**config.mk**
```make
export PLATFORM = sky130hd
export DESIGN_NAME = reglk_init_seq_flat
export DESIGN_NICKNAME = d
export VERILOG_FILES = /design/src/rtl/reglk_init_seq_if.sv /design/src/rtl/reglk_init_seq.sv /design/src/flat_wrapper.sv
export SDC_FILE = /design/constraint.sdc
export NUM_CORES = 1
export LEC_CHECK = 0
export CORE_MARGIN = 2
export CORE_UTILIZATION = 37
export CTS_BUF_LIST = sky130_fd_sc_hd__clkbuf_8
export DETAILED_ROUTE_END_ITERATION = 8
export PLACE_DENSITY = 0.86
export RECOVER_POWER = 25
export SETUP_SLACK_MARGIN = 0.1
export SYNTH_ARGS = -nofsm -noshare
export SYNTH_HDL_FRONTEND = slang
export SYNTH_SLANG_ARGS = --single-unit
export TNS_END_PERCENT = 10
```
**constraint.sdc**
```tcl
create_clock -name clk_i -period 1.9 [get_ports clk_i]
set_input_delay 0.38 -clock clk_i [delete_from_list [all_inputs] [get_ports clk_i]]
set_output_delay 0.38 -clock clk_i [all_outputs]
set_load 0.005 [all_outputs]
```
**src/rtl/reglk_init_seq_if.sv**
```systemverilog
// Word-addressed request/grant register port between the lock-init sequencer and the lock bank.
// Latency: none; this is a plain signal bundle.
// Backpressure: the master holds req/addr/wdata until gnt; read data returns on rvalid.
interface reglk_init_seq_if;
    logic        cfg_req_o;
    logic        cfg_we_o;
    logic [7:0]  cfg_addr_o;
    logic [63:0] cfg_wdata_o;
    logic        cfg_gnt_i;
    logic        cfg_rvalid_i;
    logic [63:0] cfg_rdata_i;

    modport master (
        output cfg_req_o, cfg_we_o, cfg_addr_o, cfg_wdata_o,
        input  cfg_gnt_i, cfg_rvalid_i, cfg_rdata_i
    );

    modport slave (
        input  cfg_req_o, cfg_we_o, cfg_addr_o, cfg_wdata_o,
        output cfg_gnt_i, cfg_rvalid_i, cfg_rdata_i
    );
endinterface

```
**src/rtl/reglk_init_seq.sv**
```systemverilog
// Boot-time sequencer: writes INIT_VAL into the lock bank, optionally reads it back, then raises a sticky lock.
// Latency: request rises one cycle after start; one cycle per granted write, two per verified read.
// Backpressure: waits on gnt/rvalid up to TIMEOUT cycles, then stops in ERROR. Readback: define REGLK_SEQ_VERIFY_EN.
module reglk_init_seq #(
    parameter int                         NB_WORDS = 6,
    parameter int                         WORD_W   = 32,
    parameter logic [NB_WORDS*WORD_W-1:0] INIT_VAL = {(NB_WORDS*WORD_W){1'b1}},
    parameter int                         TIMEOUT  = 255
) (
    input  logic             clk_i,
    input  logic             rst_ni,
    input  logic             start_i,
    input  logic             jtag_unlock_i,
    reglk_init_seq_if.master cfg,
    output logic             busy_o,
    output logic             done_o,
    output logic             lock_o,
    output logic             err_o,
    output logic [1:0]       err_code_o,
    output logic [4:0]       err_idx_o
);

    typedef enum logic [2:0] {
        S_IDLE    = 3'd0,
        S_WRITE   = 3'd1,
        S_RD_REQ  = 3'd2,
        S_RD_WAIT = 3'd3,
        S_DONE    = 3'd4,
        S_ERROR   = 3'd5
    } state_t;

    localparam logic [4:0] LAST_IDX = 5'(NB_WORDS - 1);
    localparam logic [7:0] TMO_MAX  = 8'(TIMEOUT);
    localparam logic [1:0] ERR_NONE = 2'd0;
    localparam logic [1:0] ERR_TMO  = 2'd1;
`ifdef REGLK_SEQ_VERIFY_EN
    localparam logic [1:0] ERR_RDBK = 2'd2;
`endif

    // Lock word idx of INIT_VAL, zero-extended to the 64-bit bus.
    function automatic logic [63:0] f_word(input logic [4:0] idx);
        logic [63:0] w_val;
        w_val = '0;
        w_val[WORD_W-1:0] = INIT_VAL[int'(idx)*WORD_W +: WORD_W];
        return w_val;
    endfunction

    state_t      r_state, w_state_nxt;
    logic [4:0]  r_idx, w_idx_nxt;
    logic [7:0]  r_tcnt, w_tcnt_nxt, w_tcnt_inc;
    logic [1:0]  r_err_code, w_err_code_nxt;
    logic [4:0]  r_err_idx, w_err_idx_nxt;
    logic        w_tmo;
    logic        r_req, r_we, r_busy, r_done, r_lock, r_err;
    logic [7:0]  r_addr;
    logic [63:0] r_wdata;
    logic        w_req_nxt, w_we_nxt;
    logic [7:0]  w_addr_nxt;
    logic [63:0] w_wdata_nxt;
`ifdef REGLK_SEQ_VERIFY_EN
    logic [63:0] w_word_cur;
`endif
    logic        w_unused;

    // Only the low WORD_W read-data bits are compared; the rest of the read port is intentionally ignored.
    assign w_unused = ^{cfg.cfg_rvalid_i, cfg.cfg_rdata_i};

    // Next-state, progress counters and next registered outputs.
    always_comb begin
        w_state_nxt    = r_state;
        w_idx_nxt      = r_idx;
        w_tcnt_nxt     = r_tcnt;
        w_err_code_nxt = r_err_code;
        w_err_idx_nxt  = r_err_idx;
        w_tcnt_inc     = r_tcnt + 8'd1;
        w_tmo          = (w_tcnt_inc == TMO_MAX);
`ifdef REGLK_SEQ_VERIFY_EN
        w_word_cur     = f_word(r_idx);
`endif
        if (jtag_unlock_i) begin
            w_state_nxt    = S_IDLE;
            w_idx_nxt      = '0;
            w_tcnt_nxt     = '0;
            w_err_code_nxt = ERR_NONE;
            w_err_idx_nxt  = '0;
        end else begin
            case (r_state)
                S_IDLE, S_ERROR: begin
                    if (start_i) begin
                        w_state_nxt    = S_WRITE;
                        w_idx_nxt      = '0;
                        w_tcnt_nxt     = '0;
                        w_err_code_nxt = ERR_NONE;
                        w_err_idx_nxt  = '0;
                    end
                end
                S_WRITE: begin
                    if (cfg.cfg_gnt_i) begin
                        w_tcnt_nxt = '0;
                        if (r_idx == LAST_IDX) begin
                            w_idx_nxt = '0;
`ifdef REGLK_SEQ_VERIFY_EN
                            w_state_nxt = S_RD_REQ;
`else
                            w_state_nxt = S_DONE;
`endif
                        end else begin
                            w_idx_nxt = r_idx + 5'd1;
                        end
                    end else if (w_tmo) begin
                        w_state_nxt    = S_ERROR;
                        w_tcnt_nxt     = '0;
                        w_err_code_nxt = ERR_TMO;
                        w_err_idx_nxt  = r_idx;
                    end else begin
                        w_tcnt_nxt = w_tcnt_inc;
                    end
                end
`ifdef REGLK_SEQ_VERIFY_EN
                S_RD_REQ: begin
                    if (cfg.cfg_gnt_i) begin
                        w_state_nxt = S_RD_WAIT;
                        w_tcnt_nxt  = '0;
                    end else if (w_tmo) begin
                        w_state_nxt    = S_ERROR;
                        w_tcnt_nxt     = '0;
                        w_err_code_nxt = ERR_TMO;
                        w_err_idx_nxt  = r_idx;
                    end else begin
                        w_tcnt_nxt = w_tcnt_inc;
                    end
                end
                S_RD_WAIT: begin
                    if (cfg.cfg_rvalid_i) begin
                        w_tcnt_nxt = '0;
                        if (cfg.cfg_rdata_i[WORD_W-1:0] != w_word_cur[WORD_W-1:0]) begin
                            w_state_nxt    = S_ERROR;
                            w_err_code_nxt = ERR_RDBK;
                            w_err_idx_nxt  = r_idx;
                        end else if (r_idx == LAST_IDX) begin
                            w_state_nxt = S_DONE;
                            w_idx_nxt   = '0;
                        end else begin
                            w_state_nxt = S_RD_REQ;
                            w_idx_nxt   = r_idx + 5'd1;
                        end
                    end else if (w_tmo) begin
                        w_state_nxt    = S_ERROR;
                        w_tcnt_nxt     = '0;
                        w_err_code_nxt = ERR_TMO;
                        w_err_idx_nxt  = r_idx;
                    end else begin
                        w_tcnt_nxt = w_tcnt_inc;
                    end
                end
`endif
                default: begin
                    // DONE holds (start ignored while locked); unreachable codes stay put.
                end
            endcase
        end

        w_req_nxt   = (w_state_nxt == S_WRITE) || (w_state_nxt == S_RD_REQ);
        w_we_nxt    = (w_state_nxt == S_WRITE);
        w_addr_nxt  = w_req_nxt ? {w_idx_nxt, 3'b000} : 8'h00;
        w_wdata_nxt = w_we_nxt ? f_word(w_idx_nxt) : 64'h0;
    end

    // State, progress and registered outputs; async reset opens the lock immediately.
    always_ff @(posedge clk_i or negedge rst_ni) begin
        if (!rst_ni) begin
            r_state    <= S_IDLE;
            r_idx      <= '0;
            r_tcnt     <= '0;
            r_err_code <= ERR_NONE;
            r_err_idx  <= '0;
            r_req      <= 1'b0;
            r_we       <= 1'b0;
            r_addr     <= '0;
            r_wdata    <= '0;
            r_busy     <= 1'b0;
            r_done     <= 1'b0;
            r_lock     <= 1'b0;
            r_err      <= 1'b0;
        end else begin
            r_state    <= w_state_nxt;
            r_idx      <= w_idx_nxt;
            r_tcnt     <= w_tcnt_nxt;
            r_err_code <= w_err_code_nxt;
            r_err_idx  <= w_err_idx_nxt;
            r_req      <= w_req_nxt;
            r_we       <= w_we_nxt;
            r_addr     <= w_addr_nxt;
            r_wdata    <= w_wdata_nxt;
            r_busy     <= (w_state_nxt == S_WRITE) || (w_state_nxt == S_RD_REQ) || (w_state_nxt == S_RD_WAIT);
            r_done     <= (w_state_nxt == S_DONE);
            r_lock     <= (w_state_nxt == S_DONE);
            r_err      <= (w_state_nxt == S_ERROR);
        end
    end

    assign cfg.cfg_req_o   = r_req;
    assign cfg.cfg_we_o    = r_we;
    assign cfg.cfg_addr_o  = r_addr;
    assign cfg.cfg_wdata_o = r_wdata;
    assign busy_o          = r_busy;
    assign done_o          = r_done;
    assign lock_o          = r_lock;
    assign err_o           = r_err;
    assign err_code_o      = r_err_code;
    assign err_idx_o       = r_err_idx;

endmodule

```
**src/flat_wrapper.sv**
```systemverilog
// flat-port wrapper written by rule: the top's interface ports become plain ports
module reglk_init_seq_flat 
#(
    parameter int                         NB_WORDS = 6,
    parameter int                         WORD_W   = 32,
    parameter logic [NB_WORDS*WORD_W-1:0] INIT_VAL = {(NB_WORDS*WORD_W){1'b1}},
    parameter int                         TIMEOUT  = 255
)
  (clk_i, rst_ni, start_i, jtag_unlock_i, busy_o, done_o, lock_o, err_o, err_code_o, err_idx_o, cfg_cfg_req_o, cfg_cfg_we_o, cfg_cfg_addr_o, cfg_cfg_wdata_o, cfg_cfg_gnt_i, cfg_cfg_rvalid_i, cfg_cfg_rdata_i);
  reglk_init_seq_if cfg_i ();
  input  logic clk_i;
  input  logic rst_ni;
  input  logic start_i;
  input  logic jtag_unlock_i;
  output logic busy_o;
  output logic done_o;
  output logic lock_o;
  output logic err_o;
  output logic [1:0] err_code_o;
  output logic [4:0] err_idx_o;
  output wire logic [$bits(cfg_i.cfg_req_o)-1:0] cfg_cfg_req_o;
  output wire logic [$bits(cfg_i.cfg_we_o)-1:0] cfg_cfg_we_o;
  output wire logic [$bits(cfg_i.cfg_addr_o)-1:0] cfg_cfg_addr_o;
  output wire logic [$bits(cfg_i.cfg_wdata_o)-1:0] cfg_cfg_wdata_o;
  input wire logic [$bits(cfg_i.cfg_gnt_i)-1:0] cfg_cfg_gnt_i;
  input wire logic [$bits(cfg_i.cfg_rvalid_i)-1:0] cfg_cfg_rvalid_i;
  input wire logic [$bits(cfg_i.cfg_rdata_i)-1:0] cfg_cfg_rdata_i;
  assign cfg_cfg_req_o = cfg_i.cfg_req_o;
  assign cfg_cfg_we_o = cfg_i.cfg_we_o;
  assign cfg_cfg_addr_o = cfg_i.cfg_addr_o;
  assign cfg_cfg_wdata_o = cfg_i.cfg_wdata_o;
  assign cfg_i.cfg_gnt_i = cfg_cfg_gnt_i;
  assign cfg_i.cfg_rvalid_i = cfg_cfg_rvalid_i;
  assign cfg_i.cfg_rdata_i = cfg_cfg_rdata_i;
  reglk_init_seq #(.NB_WORDS(NB_WORDS), .WORD_W(WORD_W), .INIT_VAL(INIT_VAL), .TIMEOUT(TIMEOUT)) u_core (.clk_i(clk_i), .rst_ni(rst_ni), .start_i(start_i), .jtag_unlock_i(jtag_unlock_i), .cfg(cfg_i), .busy_o(busy_o), .done_o(done_o), .lock_o(lock_o), .err_o(err_o), .err_code_o(err_code_o), .err_idx_o(err_idx_o));
endmodule
```
# Word level (Yosys, flattened, before mapping)
# Index checks and enable logic that the tools add are counted.
# totals
out_inout_bits	85
in_bits	70
register_bits	100
word_cells	62
# op_classes
reduce_logical	7
add_sub_neg	2
mux	28
n_shift	1
n_eq_ne	12
# ops
operator	n
indexed part select 192 x 11 -> 32 bit (first input constant)	1
2-to-1 mux 5 bit	8
2-to-1 mux 8 bit	5
2-to-1 mux 32 bit	1
one-hot mux 5 bit (2 select lines)	2
one-hot mux 8 bit (2 select lines)	1
2-to-1 mux 3 bit	5
equality test 3 bit (second input constant)	3
adder 8 x 1 -> 8 bit (second input constant)	1
equality test 8 bit (second input constant)	1
2-to-1 mux 2 bit	4
equality test 3 x 1 -> 1 bit (second input constant)	2
equality test 3 x 2 -> 1 bit (second input constant)	2
inequality test 3 bit (second input constant)	2
one-hot mux 3 bit (2 select lines)	1
adder 5 x 1 -> 5 bit (second input constant)	1
equality test 5 x 3 -> 1 bit (second input constant)	1
one-hot mux 2 bit (2 select lines)	1
AND reduction 4 bit	1
logical NOT 3 bit	1
inequality test 3 x 2 -> 1 bit (second input constant)	1
nonzero test 3 bit	1
logical OR 1 bit	2
AND reduction 2 bit	1
OR reduction 2 bit	1

# Logic depth before layout (Yosys ltp)
# logic_depth
word_depth	9
mapped_depth	7
depth_no_buf	7

# Worst setup path before layout
# No wires, ideal clock.
# synth_timing
path_kind	flip-flop to flip-flop
startpoint	register u_core.r_idx[1]
endpoint	register u_core.r_addr[3] (netlist: u_core.cfg.cfg_addr_o[3])
synth_period_minus_slack_ps	1785
arrival_ps	1648
required_time_ps	1763
path_stages_with_launch	8
setup_time_ps	137
setup_slack_ps	115
path_buffers	0
path_cell_list	dfrtp_1 inv_1 ha_1 nor3b_4 a311oi_1 o31a_1 a31oi_2 nor3b_1
# synth_between
elab_chain_len	8
word_cells_on_any_way	13
cone_classes	eq/ne (3); mux (9); reduce/logical (1)
# synth_rtl
item	line_no	source
from (decl)	reglk_init_seq.sv:49	logic [4:0] r_idx, w_idx_nxt;
from (signal assigned)	reglk_init_seq.sv:187	r_idx <= w_idx_nxt;
equality test 5 x 3 -> 1 bit (*)	reglk_init_seq.sv:100	if (r_idx == LAST_IDX) begin
2-to-1 mux 3 bit	reglk_init_seq.sv:100	
2-to-1 mux 3 bit	reglk_init_seq.sv:98	if (cfg.cfg_gnt_i) begin
one-hot mux 3 bit (2 select lines)	reglk_init_seq.sv:87	case (r_state)
2-to-1 mux 3 bit	reglk_init_seq.sv:80	if (jtag_unlock_i) begin
equality test 3 x 1 -> 1 bit or equality test 3 x 2 -> 1 bit (tied branches)	reglk_init_seq.sv:163	w_req_nxt = (w_state_nxt == S_WRITE) || (w_state_nxt == S_RD_REQ);
logical OR 1 bit	reglk_init_seq.sv:163	
2-to-1 mux 8 bit (*)	reglk_init_seq.sv:165	w_addr_nxt = w_req_nxt ? {w_idx_nxt, 3'b000} : 8'h00;
named net u_core.w_addr_nxt[3]	reglk_init_seq.sv:58	logic [7:0] w_addr_nxt;
to (signal assigned)	reglk_init_seq.sv:193	r_addr <= w_addr_nxt;
to (decl)	reglk_init_seq.sv:55	logic [7:0] r_addr;
# The timed path passes the listed nets; every way through them passes the cells marked *.
# A chain may end at the register's enable or synchronous reset.

# Worst setup path after layout
# layout_timing
startpoint	register u_core.r_state[0]
endpoint	register u_core.r_addr[7] (netlist: u_core.cfg.cfg_addr_o[7])
# layout_between
word_cells_on_any_way	16
cone_classes	eq/ne (4); mux (9); reduce/logical (3)
# layout_rtl
item	line_no	source
from (decl)	reglk_init_seq.sv:48	state_t r_state, w_state_nxt;
from (signal assigned)	reglk_init_seq.sv:186	r_state <= w_state_nxt;
equality test 3 bit or logical NOT 3 bit (tied branches)	reglk_init_seq.sv:87	
OR reduction 2 bit	reglk_init_seq.sv:87	
one-hot mux 5 bit (2 select lines) (*)	reglk_init_seq.sv:87	
2-to-1 mux 5 bit (*)	reglk_init_seq.sv:80	
named net u_core.w_idx_nxt[4]	reglk_init_seq.sv:49	
2-to-1 mux 8 bit (*)	reglk_init_seq.sv:165	
named net u_core.w_addr_nxt[7]	reglk_init_seq.sv:58	
# Marks and branches as above.

==> run summary <==
Status -> finished, final reports clean
CP max FO -> 8
Die Ht -> 83.1 microns
# IOs -> 155
Place WS -> -0.304 ns
PortBufs -> 53
Max Cap Viol -> 0
Synth area leaders -> dfrtp_1 (36%), buf_4 (23%), nand2_1 (2.8%), ha_1 (2.2%), a21oi_1 (1.9%)
Ys Warns -> 0
#FFs+latches synth -> 33
Remaining DRCs -> 0
Clock power share -> 31.3%
Final setup fails -> 0
Most common cell after layout, fill and taps aside -> clkdlybuf4s50_1
Synth Area in XOR/XNOR -> 1.51%
Core area -> 5990 sq um
Aggregate global routing overflow -> 0
Mapped Cells -> 244
Most frequent cells in the layout -> clkdlybuf4s50_1 (50), conb_1 (36), buf_4 (35), dfrtp_1 (26), nand2_1 (17)
Total power draw -> 0.00154 W
Nets -> 379
Vias post-DR -> 1804
Critical path class -> reg2reg
Gr busiest metal -> met2
Fin. max-slew vios -> 0
Root Buffer -> clkbuf_8
Starting DRT DRC Count -> 157
Combinational family with the most area after synthesis -> buffers and inverters
Crit-path cells -> or3b_1 > or3_1 > a21oi_2 > nor3b_2
Crit path time final -> 1.83 ns
Core Util, Final -> 50.7%
Worst-Margin Slew -> 0.795 ns
Fin crit share -> 96.4%
Synth Flop Type -> dfrtp_1
Std-Cell Rows -> 28
Final WS setup -> 0.0684 ns
Cts hold-fix bufs -> 0
Largest net degree at the start of global routing -> 34
Vias in the first global route -> 1605
Comb power frac -> 21.4%
CP arrival -> 2.04 ns
Sequential cell area fraction in the yosys report -> 35.7%
Worst min path class -> reg2reg
Asr flop ratio synth -> 100%
H-tree Lvls -> 2
Detailed Place HPWL -> 3580 microns
Post-Syn Area -> 2310 sq um
Peak VDD IR -> 0.289 mV
DIE WIDTH -> 83.1 microns
Total GRT Usage -> 13.7%
Final wirelength -> 5070 microns
Post-synth EDFFs -> 0
Synth Area in Simple Gates -> 19.1%
Max transition margin -> 47.0%
Clock sinks -> 33
Clock transition at the registers of the reported paths -> 0.06 ns
FMAX -> 546 MHz
Starting Density -> 38.6%
Net Sw Frac -> 26.3%
Power per cell area -> 507 nW/um^2
Post-synth top area share -> 35.7%
Die Area -> 6900 sq um
Mux cell area share after synthesis -> 0.487%
Drt pass-1 iters -> 4
Seq pwr share -> 47.3%
P&R area growth vs syn -> 31.3%
Post-detailed-route wirelength per cell -> 13.4 microns
CTS Buffer Depth -> 2
Worst setup EP type -> register
Post-DRT Antenna Nets -> 0
Hold_ws -> 0.504 ns
ANT cells -> 0
Met1 Usage GRT -> 17.1%
Share of layout cells above drive strength 1 -> 28.9%
First-pass GRT wire length -> 7730 microns
Internal -> 0.00114 W
P_sw -> 0.000405 W
GR Util met3 -> 3.48%
CP Data Required Time -> 2.11 ns
Crit path launch type -> register
Hold Vio Cnt, Final -> 0
Synth Area in Adders -> 2.16%
CTS tree -> done
Skew-Pair Late Insertion Delay -> 0.29 ns
Cell at the slowest stage of the critical path -> dfrtp_2
Vias/cell -> 4.76
P_leak -> 1.37 nW
Synth area leader -> dfrtp_1
Syn avg cell area -> 9.48 sq um
Initial antenna violation count -> 0
CTS buffer count -> 5
Post-synthesis compound-gate area fraction -> 15.6%
Worst Skew -> 0.00331 ns
RD Place Congestion -> 0.891
RSZ-0062 raised after global routing -> yes
Max stage delay on crit path -> 0.47 ns
Cell variety after synth -> 59
Met2 GRT Util -> 22.5%
## cell usage after synthesis (3+ instances only)
library cell and n:
buf_4 70, dfrtp_1 33, nand2_1 17, a21oi_1 9, o21ai_0 9, inv_1 8
nand3_1 6, nor2_1 6, a22o_1 5, buf_2 5, nor2b_1 5, and3_1 4
ha_1 4, nand4_1 3, nor3_1 3, nor3b_1 3, nor3b_2 3, o211ai_1 3
## layer usage
layer,up-vias,share of wire [%]
met3,8,5.7
met1,865,42
met5,-,0
met2,73,51
li1,858,-
met4,0,1.6
## power by group through the flow
| stage | registers (W) | logic (W) | clock network (W) |
|---|---|---|---|
| after floorplan | 0.000746 | 0.000233 | 0 |
| after global placement | 0.000742 | 0.000299 | 0 |
| after detailed placement | 0.000743 | 0.000307 | 0 |
| after CTS | 0.000731 | 0.000314 | 0.000484 |
| after global routing | 0.000730 | 0.000357 | 0.000515 |
| final | 0.000729 | 0.000330 | 0.000482 |
## stage by stage
step                TNS, ns  instances  cell area (sq um)
finish                    0        379               3040
global route        -0.0142        379               3040
CTS                       0        370               2900
detailed placement    -3.65        360               2750
global placement      -2.79        360               2750
floorplan                 0        279               2440
## cell type report
cell class | instances | area (sq um)
fillers | 516 | 2950
multi-input cells | 162 | 1140
repair buffers | 95 | 870
flip-flops and latches | 33 | 835
well taps | 75 | 93.8
clock buffers | 5 | 68.8
inverters | 8 | 30.0
clock inverters | 1 | 5.00
## state kept, by name, summed over array words and instances, names as in the netlist
signal and flops:
u_core.r_idx 5, u_core.err_idx_o 5, u_core.cfg.cfg_wdata_o 1, u_core.r_tcnt 8
u_core.r_state 3, u_core.cfg.cfg_addr_o 5, u_core.done_o 1, u_core.err_o 1
u_core.cfg.cfg_req_o 1, u_core.cfg.cfg_we_o 1, u_core.err_code_o 1, u_core.busy_o 1
## worst paths after layout
path	startpoint	endpoint	slack (ns)	cells past startpoint
min	u_core.err_idx_o[0]$_DFFE_PN0P_	u_core.err_idx_o[0]$_DFFE_PN0P_	0.50	1
max	u_core.r_state[0]$_DFF_PN0_	u_core.cfg.cfg_addr_o[7]$_DFF_PN0_	0.07	4
min reg2reg	u_core.err_idx_o[0]$_DFFE_PN0P_	u_core.err_idx_o[0]$_DFFE_PN0P_	0.50	1
max in group asynchronous	rst_ni	u_core.cfg.cfg_wdata_o[30]$_DFF_PN0_	0.64	2
min in group asynchronous	rst_ni	u_core.r_tcnt[1]$_DFFE_PN0P_	0.71	2
max reg2reg	u_core.r_state[0]$_DFF_PN0_	u_core.cfg.cfg_addr_o[7]$_DFF_PN0_	0.07	4
## worst max-delay path: cells and delay by family (launching register included)
family / cells / cell delay [ns]
AND/OR/NAND/NOR: 3 / 1.06
flip-flops: 1 / 0.47
AO/OA/AOI/OAI: 1 / 0.22
## timing repair
action,CTS,global route
pin swaps,1,7
hold endpoints to repair,0,0
setup buffers,4,9
resized for setup,13,24
endpoints found under the setup margin,41,47
## cell families after synthesis
| logic type | count (synthesis) |
|---|---|
| muxes | 1 |
| other | 1 |
| adders and majority gates | 4 |
| DFF | 33 |
| buffers and inverters | 84 |
| and+or+nand+nor | 71 |
| AOI/OAI and AO/OA | 46 |
| xor gates and xnor gates | 4 |
(Power assumes the default switching activity.)
